### src/rtl/ctrl_pkg.sv
// Shared encodings for the multi-cycle MIPS controller: FSM states, mux selects, Op/Funct values.
// Purely declarative: no latency and no flow control.
package ctrl_pkg;

  typedef enum logic [2:0] {
    S_FETCH  = 3'd0,
    S_DECODE = 3'd1,
    S_EXEC   = 3'd2,
    S_MEMACC = 3'd3,
    S_WB     = 3'd4
  } state_e;

  typedef enum logic [2:0] {
    ALU_NOP  = 3'b000,
    ALU_ADD  = 3'b001,
    ALU_SUB  = 3'b010,
    ALU_AND  = 3'b011,
    ALU_OR   = 3'b100,
    ALU_SLT  = 3'b101,
    ALU_SLTU = 3'b110,
    ALU_SLL  = 3'b111
  } aluop_e;

  typedef enum logic [1:0] {NPC_PLUS4 = 2'b00, NPC_BRANCH = 2'b01, NPC_JUMP = 2'b10} npcop_e;
  typedef enum logic [1:0] {GPR_RD = 2'b00, GPR_RT = 2'b01, GPR_R31 = 2'b10} gprsel_e;
  typedef enum logic [1:0] {WD_ALU = 2'b00, WD_MEM = 2'b01, WD_PC = 2'b10} wdsel_e;

  localparam logic [5:0] OP_RTYPE = 6'h00;
  localparam logic [5:0] OP_J     = 6'h02;
  localparam logic [5:0] OP_JAL   = 6'h03;
  localparam logic [5:0] OP_BEQ   = 6'h04;
  localparam logic [5:0] OP_ADDI  = 6'h08;
  localparam logic [5:0] OP_ORI   = 6'h0D;
  localparam logic [5:0] OP_LW    = 6'h23;
  localparam logic [5:0] OP_SW    = 6'h2B;

  localparam logic [5:0] FN_SLL   = 6'h00;
  localparam logic [5:0] FN_ADD   = 6'h20;
  localparam logic [5:0] FN_ADDU  = 6'h21;
  localparam logic [5:0] FN_SUB   = 6'h22;
  localparam logic [5:0] FN_SUBU  = 6'h23;
  localparam logic [5:0] FN_AND   = 6'h24;
  localparam logic [5:0] FN_OR    = 6'h25;
  localparam logic [5:0] FN_SLT   = 6'h2A;
  localparam logic [5:0] FN_SLTU  = 6'h2B;

  // One-hot instruction flags; all-zero means undecodable.
  typedef struct packed {
    logic add, addu, sub, subu, land, lor, slt, sltu, sll;
    logic addi, ori, lw, sw, beq, j, jal;
  } instr_t;

  function automatic aluop_e alu_of(instr_t f);
    aluop_e op;
    op = ALU_NOP;
    if (f.add | f.addu | f.addi | f.lw | f.sw) op = ALU_ADD;
    else if (f.sub | f.subu | f.beq)           op = ALU_SUB;
    else if (f.land)                           op = ALU_AND;
    else if (f.lor | f.ori)                    op = ALU_OR;
    else if (f.slt)                            op = ALU_SLT;
    else if (f.sltu)                           op = ALU_SLTU;
    else if (f.sll)                            op = ALU_SLL;
    return op;
  endfunction

endpackage

### src/rtl/mc_decode.sv
// Combinational Op/Funct decoder producing one-hot instruction flags and an illegal flag.
// Zero latency; no flow control.
module mc_decode
  import ctrl_pkg::*;
(
  input  logic [5:0] op_i,
  input  logic [5:0] funct_i,
  output instr_t     instr_o,
  output logic       illegal_o
);

  always_comb begin
    instr_o = '0;
    case (op_i)
      OP_RTYPE: begin
        case (funct_i)
          FN_ADD:  instr_o.add  = 1'b1;
          FN_ADDU: instr_o.addu = 1'b1;
          FN_SUB:  instr_o.sub  = 1'b1;
          FN_SUBU: instr_o.subu = 1'b1;
          FN_AND:  instr_o.land = 1'b1;
          FN_OR:   instr_o.lor  = 1'b1;
          FN_SLT:  instr_o.slt  = 1'b1;
          FN_SLTU: instr_o.sltu = 1'b1;
          FN_SLL:  instr_o.sll  = 1'b1;
          default: ;
        endcase
      end
      OP_ADDI: instr_o.addi = 1'b1;
      OP_ORI:  instr_o.ori  = 1'b1;
      OP_LW:   instr_o.lw   = 1'b1;
      OP_SW:   instr_o.sw   = 1'b1;
      OP_BEQ:  instr_o.beq  = 1'b1;
      OP_J:    instr_o.j    = 1'b1;
      OP_JAL:  instr_o.jal  = 1'b1;
      default: ;
    endcase
  end

  assign illegal_o = (instr_o == '0);

endmodule

### src/rtl/mc_ctrl.sv
// Multi-cycle MIPS control FSM with memory wait/timeout handling and a retired-instruction counter.
// 2-5 cycles per instruction; FETCH/MEMACC stall on mem_ready until MEM_TO wait cycles, then mem_err.
module mc_ctrl
  import ctrl_pkg::*;
#(
  parameter int MEM_WAIT_EN = 1,
  parameter int MEM_TO      = 15,
  parameter int CNT_W       = 32
) (
  input  logic             clk,
  input  logic             rst,
  input  logic [5:0]       Op,
  input  logic [5:0]       Funct,
  input  logic             Zero,
  input  logic             mem_ready,
  output logic             PCWrite,
  output logic             IRWrite,
  output logic             IorD,
  output logic             MemRead,
  output logic             MemWrite,
  output logic             RegWrite,
  output logic             EXTOp,
  output logic             ALUSrc,
  output logic [2:0]       ALUOp,
  output logic [1:0]       NPCOp,
  output logic [1:0]       GPRSel,
  output logic [1:0]       WDSel,
  output logic             illegal,
  output logic             mem_err,
  output logic [CNT_W-1:0] instr_cnt
);

  localparam logic [7:0] TO_LAST = 8'(MEM_TO - 1);

  state_e           state_q, state_d;
  logic [7:0]       wait_q, wait_d;
  logic [CNT_W-1:0] cnt_q, cnt_d;
  instr_t           ins;
  logic             dec_illegal;
  logic             ready, waiting, timeout, retire;

  mc_decode u_decode (
    .op_i      (Op),
    .funct_i   (Funct),
    .instr_o   (ins),
    .illegal_o (dec_illegal)
  );

  assign ready = (MEM_WAIT_EN == 0) ? 1'b1 : mem_ready;

  always_comb begin
    state_d  = state_q;
    waiting  = 1'b0;
    retire   = 1'b0;
    PCWrite  = 1'b0;
    IRWrite  = 1'b0;
    IorD     = 1'b0;
    MemRead  = 1'b0;
    MemWrite = 1'b0;
    RegWrite = 1'b0;
    EXTOp    = 1'b0;
    ALUSrc   = 1'b0;
    ALUOp    = ALU_NOP;
    NPCOp    = NPC_PLUS4;
    GPRSel   = GPR_RD;
    WDSel    = WD_ALU;
    illegal  = 1'b0;
    mem_err  = 1'b0;
    case (state_q)
      S_FETCH: begin
        MemRead = 1'b1;
        if (ready) begin
          IRWrite = 1'b1;
          PCWrite = 1'b1;
          state_d = S_DECODE;
        end else begin
          waiting = 1'b1;
        end
      end
      S_DECODE: begin
        if (dec_illegal) begin
          illegal = 1'b1;
          state_d = S_FETCH;
        end else if (ins.j || ins.jal) begin
          PCWrite  = 1'b1;
          NPCOp    = NPC_JUMP;
          RegWrite = ins.jal;
          GPRSel   = ins.jal ? GPR_R31 : GPR_RD;
          WDSel    = ins.jal ? WD_PC : WD_ALU;
          retire   = 1'b1;
          state_d  = S_FETCH;
        end else begin
          state_d = S_EXEC;
        end
      end
      S_EXEC: begin
        ALUOp  = alu_of(ins);
        ALUSrc = ins.addi | ins.ori | ins.lw | ins.sw;
        EXTOp  = ins.addi | ins.lw | ins.sw;
        if (ins.beq) begin
          PCWrite = Zero;
          NPCOp   = NPC_BRANCH;
          retire  = 1'b1;
          state_d = S_FETCH;
        end else if (ins.lw || ins.sw) begin
          state_d = S_MEMACC;
        end else begin
          state_d = S_WB;
        end
      end
      S_MEMACC: begin
        IorD     = 1'b1;
        MemRead  = ins.lw;
        MemWrite = ins.sw;
        ALUOp    = ALU_ADD;
        EXTOp    = 1'b1;
        if (ready) begin
          retire  = ins.sw;
          state_d = ins.lw ? S_WB : S_FETCH;
        end else begin
          waiting = 1'b1;
        end
      end
      S_WB: begin
        RegWrite = 1'b1;
        GPRSel   = (Op == OP_RTYPE) ? GPR_RD : GPR_RT;
        WDSel    = ins.lw ? WD_MEM : WD_ALU;
        retire   = 1'b1;
        state_d  = S_FETCH;
      end
      default: state_d = S_FETCH;
    endcase
    // The MEM_TO-th consecutive wait cycle aborts the instruction back to FETCH.
    timeout = waiting && (wait_q == TO_LAST);
    if (timeout) begin
      mem_err = 1'b1;
      state_d = S_FETCH;
    end
  end

  assign wait_d    = (waiting && !timeout) ? wait_q + 8'd1 : 8'd0;
  assign cnt_d     = retire ? cnt_q + CNT_W'(1) : cnt_q;
  assign instr_cnt = cnt_q;

  always_ff @(posedge clk) begin
    if (rst) begin
      state_q <= S_FETCH;
      wait_q  <= '0;
      cnt_q   <= '0;
    end else begin
      state_q <= state_d;
      wait_q  <= wait_d;
      cnt_q   <= cnt_d;
    end
  end

endmodule

### config.mk
export PLATFORM = sky130hd
export DESIGN_NAME = mc_ctrl
export DESIGN_NICKNAME = d
export VERILOG_FILES = /design/src/rtl/ctrl_pkg.sv /design/src/rtl/mc_decode.sv /design/src/rtl/mc_ctrl.sv
export SDC_FILE = /design/constraint.sdc
export NUM_CORES = 1
export LEC_CHECK = 0
export CORE_UTILIZATION = 45
export CTS_CLUSTER_DIAMETER = 80
export DETAILED_ROUTE_END_ITERATION = 7
export HOLD_SLACK_MARGIN = 0.03
export PLACE_DENSITY = 0.76
export SYNTH_ARGS = -nofsm -noshare
export SYNTH_HDL_FRONTEND = slang
export SYNTH_HIERARCHICAL = 1
export SYNTH_SLANG_ARGS = --single-unit
### constraint.sdc
create_clock -name clk -period 2.9 [get_ports clk]
set_input_delay 0.29 -clock clk [delete_from_list [all_inputs] [get_ports clk]]
set_output_delay 0.29 -clock clk [all_outputs]
set_load 0.03 [all_outputs]
=== After elaboration in Yosys (flattened, before gate mapping) ===
Cells that the tools add are included.

* Bits in registers: 43
* Bits of input ports: 16
* Output and inout port bits: 51
* Word-level logic and storage cells: 119

* Add/subtract/negate cells: 2
* Eq/ne operators: 22
* Muxes and demuxes: 66
* Bitwise logic cells: 13
* Reduce and logical (&&, ||, !) cells: 13

{| class="wikitable"
|+ Operator list
! cell !! count
|-
| equality test 6 bit, second input constant || 10
|-
| two-way mux 1 bit || 36
|-
| two-way mux 3 bit || 12
|-
| adder 32 x 1 -> 32 bit, second input constant || 1
|-
| logical NOT 16 bit || 1
|-
| two-way mux 2 bit || 7
|-
| equality test 6 x 2 -> 1 bit, second input constant || 2
|-
| equality test 6 x 4 -> 1 bit, second input constant || 2
|-
| logical NOT 6 bit || 2
|-
| OR 1 bit || 12
|-
| one-hot mux 2 bit (2 select lines) || 3
|-
| one-hot mux 3 bit (4 select lines) || 1
|-
| two-way mux 9 bit || 1
|-
| adder 8 x 1 -> 8 bit, second input constant || 1
|-
| equality test 8 x 4 -> 1 bit, second input constant || 1
|-
| equality test 3 x 2 -> 1 bit, second input constant || 2
|-
| equality test 6 x 3 -> 1 bit, second input constant || 1
|-
| one-hot mux 1 bit (2 select lines) || 3
|-
| one-hot mux 3 bit (2 select lines) || 1
|-
| OR reduction 2 bit || 3
|-
| inequality test 2 bit, second input constant || 2
|-
| one-hot mux 1 bit (4 select lines) || 1
|-
| equality test 3 x 1 -> 1 bit, second input constant || 1
|-
| equality test 3 bit, second input constant || 1
|-
| 7 further kinds || 9
|}

=== Logic depth before layout (Yosys ltp) ===
* Word-level depth: 11
* Gate-level depth with buffers: 11
* Depth with buffers taken out: 8

=== Modules after synthesis ===
Netlist, hierarchy kept.

{| class="wikitable"
|+ By module, submodules not included
! module !! instances !! cells an instance !! area an instance (um^2) !! seq. area each (um^2)
|-
| mc_ctrl || 1 || 296 || 2473.6 || 860.8
|-
| mc_decode || 1 || 46 || 304.0 || 0.0
|}

=== Worst setup path before layout ===
Ideal clock, no wire load.

* Kind: input to register
* Start point: input port Op[3]
* End point: register cnt_q[29], in the netlist instr_cnt[29]
* Setup time: 0.121 ns
* Data arrival time: 2.619 ns
* Required time: 2.779 ns
* Slack: 0.160 ns
* Stages: 9
* Cells stage by stage: buf_4 -> nor4_4 -> nand2_2 -> o311a_1 -> nor4b_4 -> o21ai_2 -> a2111oi_4 -> nand4_1 -> mux2_2

* Elaborated cells between the ends (all ways): 23
* Those cells by class: 7 x eq/ne; 13 x mux; 3 x reduce/logical

{| class="wikitable"
|+ RTL lines
! what !! line !! text
|-
| start, declared || mc_ctrl.sv:12 || <nowiki>input logic [5:0] Op,</nowiki>
|-
| equality test 6 x 2 -> 1 bit, or another cell as far along || mc_decode.sv:14 || <nowiki>case (op_i)</nowiki>
|-
| two-way mux 1 bit or two-way mux 9 bit (tied branches) || mc_decode.sv:14 ||
|-
| logical NOT 16 bit * || mc_decode.sv:40 || <nowiki>assign illegal_o = (instr_o == '0);</nowiki>
|-
| via dec_illegal || mc_ctrl.sv:39 || <nowiki>logic dec_illegal;</nowiki>
|-
| two-way mux 1 bit * || mc_ctrl.sv:81 || <nowiki>if (dec_illegal) begin</nowiki>
|-
| one-hot mux 1 bit (4 select lines) * || mc_ctrl.sv:69 || <nowiki>case (state_q)</nowiki>
|-
| end signal, assigned || mc_ctrl.sv:153 || <nowiki>cnt_q <= cnt_d;</nowiki>
|-
| end, declared || mc_ctrl.sv:37 || <nowiki>logic [CNT_W-1:0] cnt_q, cnt_d;</nowiki>
|}

The timed path passes the listed nets; every way through them passes the cells marked *.
A chain may end at the register's enable or synchronous reset.

==> impl_metrics.toml <==
[run_status]
outcome = "finished, final reports clean"

[setup_path]
critPathMaxStageDelay_ns = 0.67
arrival_ns = 2.49
rr_startpoint = "state_q[2]$_SDFFE_PP0P_"
start_kind = "primary input"
cp-startpoint = "Op[5]"
end_kind = "output pin"
cp.required_ns = 2.61
worst-path-max-fanout = 5
criticalPathCategory = "in2out"
slowest_stage = "clkdlybuf4s50_1"
crit_family = "buffers and inverters"
worstPathCellList = "clkdlybuf4s50_1 > buf_4 > nand4b_1 > nor3b_1 > and4b_1 > buf_4 > clkdlybuf4s50_1"
crit_buf_inv = 4

[logic_synthesis]
synth_top_area_frac = 0.310
synth_warnings = 6
ys_seq_elements = 43
synth_edf_count = 0
syn_avg_cell_area_sq_um = 8.12
synthesis.area_sq_um = 2780
synth_cell_type_count = 60
syn-num-nets = 361
async_reset_ff_frac = 0
yosys.area.top_type = "dfxtp_1"
synth_top_flop_cell = "dfxtp_1"
netlist_instances = 342
ys_seq_area_frac = 0.310
yosys-top-cells-area = "dfxtp_1, nor2_1, xnor2_1"

[floorplanning]
num_io_pins = 67
fp.dieW_um = 80.6
core_area_sq_um = 5920
die_area_sq_um = 6490
die-height_um = 80.6
start_util = 0.469
std_cell_rows = 28

[cells_and_area]
drive_above_1_share = 0.198
layout.nets = 448
fin_util = 0.638
syn2layout_area_growth_pct = 35.9
diodes = 0
fin_cells = 505

[min_path]
hold_path.startpoint = "wait_q[0]$_SDFF_PP0_"
hold_path_class = "reg2reg"

[routing]
vias = 2754
drt-pass1-iter-count = 4
detail-route-antenna-nets = 0
vias_per_cell = 5.45
wl_per_cell_um = 13.7
first_iter_violations = 118
drc_errors = 0
wl_um = 6940

[cts]
htreeDepth = 2
clockBufferDepth = 2
post-cts-setup-buffer-count = 0
cts_made_buffers = 5
cts_root_buf = "clkbuf_8"
clkTransAtPathRegs_ns = 0.08
cts_tree = "built"
clock_latency_ns = 0.29
cts_sinks = 43

[sta]
fmax_mhz = 359
slew_headroom = 0.563
fin_skew_ns = 0.00341
rsz0062_at_grt = "true"
period_share = 0.960
drv_slew = 0
holdWs_ns = 0.489
setup_tns_ns = 0
setup_viol = 0
finalHoldViolations = 0
worst_pin_slew_ns = 0.653
finalCriticalPeriod_ns = 2.78

[place]
dp_hpwl_um = 5210
routabilityCongestion = 0.865
dp.cells = 497
portBuffers = 66

[global_route]
grt_max_degree = 23
grt_usage = 0.213
grt.overflow.total = 0
grt_pass1_vias = 2408
grt_pass1_wl_um = 11000
antenna_found_initial = 0

[power_and_ir_drop]
pwr_density_cell_nw_per_um2 = 301
p_leak_nw = 1.35
ir_worst_vdd_uv = 260

[job]
maxCapViolCount = 0
cell type report:
type | instances | area, sq um
inverters | 6 | 22.5
multi-input cells | 275 | 1820
fillers | 516 | 2150
flip-flops and latches | 43 | 861
repair buffers | 98 | 873
well taps | 75 | 93.8
clock buffers | 8 | 100
power by group:
group          switching, mW  total, mW  internal (mW)
logic                 0.0655      0.125         0.0600
clock network          0.195      0.413          0.217
registers            0.00607      0.598          0.592
worst paths after layout:
path | slack [ns] | end | cells after the start
max reg2reg | 0.66 | instr_cnt[14]$_SDFFE_PP0P_ | 7
min | 0.49 | wait_q[0]$_SDFF_PP0_ | 1
min reg2reg | 0.49 | wait_q[0]$_SDFF_PP0_ | 1
max | 0.12 | MemWrite | 7
flip-flops by register name, summed over array words and instances (netlist names):
register and cells:
instr_cnt 32, state_q 3, wait_q 8
repair_timing:
item	4_1_cts	5_1_grt
resized for setup	0	6
hold buffers	0	0
hold endpoints to repair	0	0
setup endpoints to repair	0	5
layer usage:
layer / GRT usage / share of wire / vias up
li1: - / - / 1400
met1: 0.268 / 0.46 / 1285
met2: 0.374 / 0.49 / 62
met3: 0.0330 / 0.043 / 7
met4: 0.0607 / 0.010 / 0
met5: 0 / 0 / -
synth_stat cells, types with 3 or more instances:
| cell type | instances |
|---|---|
| mux2_2 | 4 |
| nand2b_1 | 8 |
| xnor2_1 | 22 |
| dfxtp_1 | 43 |
| a2111oi_2 | 5 |
| nor2b_1 | 9 |
| buf_2 | 5 |
| a31o_2 | 6 |
| and2_1 | 4 |
| inv_1 | 6 |
| nand3_1 | 17 |
| or4_1 | 3 |
| a211oi_1 | 4 |
| clkbuf_1 | 7 |
| xor2_1 | 5 |
| and4_1 | 4 |
| buf_4 | 4 |
| nor3_1 | 12 |
| ha_1 | 3 |
| nor2_1 | 60 |
| nor4_1 | 4 |
| o21ai_0 | 4 |
| nand4_1 | 12 |
| a2111oi_0 | 4 |
| a21oi_1 | 19 |
| or2_2 | 3 |
| nand2_1 | 25 |
cells by family (layout without fill, tap and decap cells):
kind of cell               Yosys count  after routing  synth area share
xor gates and xnor gates            27             27            0.0851
DFF                                 43             43             0.310
buffers and inverters               24            112            0.0428
AOI/OAI and AO/OA                   56             56             0.168
adders and majority gates            3              3            0.0135
and+or+nand+nor                    184            184             0.361
muxes                                5              5            0.0198
placed cells by master, fill, tap and decap left out, drive strengths merged, types with 2 or more instances in the layout:
cell            n
and4b           2
a2111oi        11
nand2b          8
or3             2
dlymetal6s2s    2
a211oi          5
and3b           2
and3            3
clkbuf          8
nor4bb          2
a21oi          19
and2            4
nand3          18
buf            45
inv             6
a31o            6
o21ai           6
ha              3
nor2           60
xor2            5
nor4b           2
dfxtp          43
nor4            5
nor3b           3
or2             3
clkdlybuf4s50  51
mux2            4
or4             3
nand3b          2
xnor2          22
nand4          12
nor2b           9
nand2          26
nor3           12
and4            4
metrics by stage:
step	total power, mW	setup WS, ns	cell area [sq um]
2_1_floorplan	0.674	0.160	2780
3_3_place_gp	0.735	-0.184	3650
3_5_place_dp	0.736	-0.160	3650
4_1_cts	1.15	0.0121	3750
5_1_grt	1.19	-0.0335	3770
6_report	1.14	0.115	3770
worst reg2reg max path, stage by stage (launching register included):
cell       delay, ns
dfxtp_1         0.63
nor3b_2         0.44
a211oi_4        0.11
buf_4           0.18
a2111oi_1       0.44
buf_4           0.19
xnor2_1         0.10
nor2_1          0.05
Note: power is estimated with default switching activity, not from simulation.
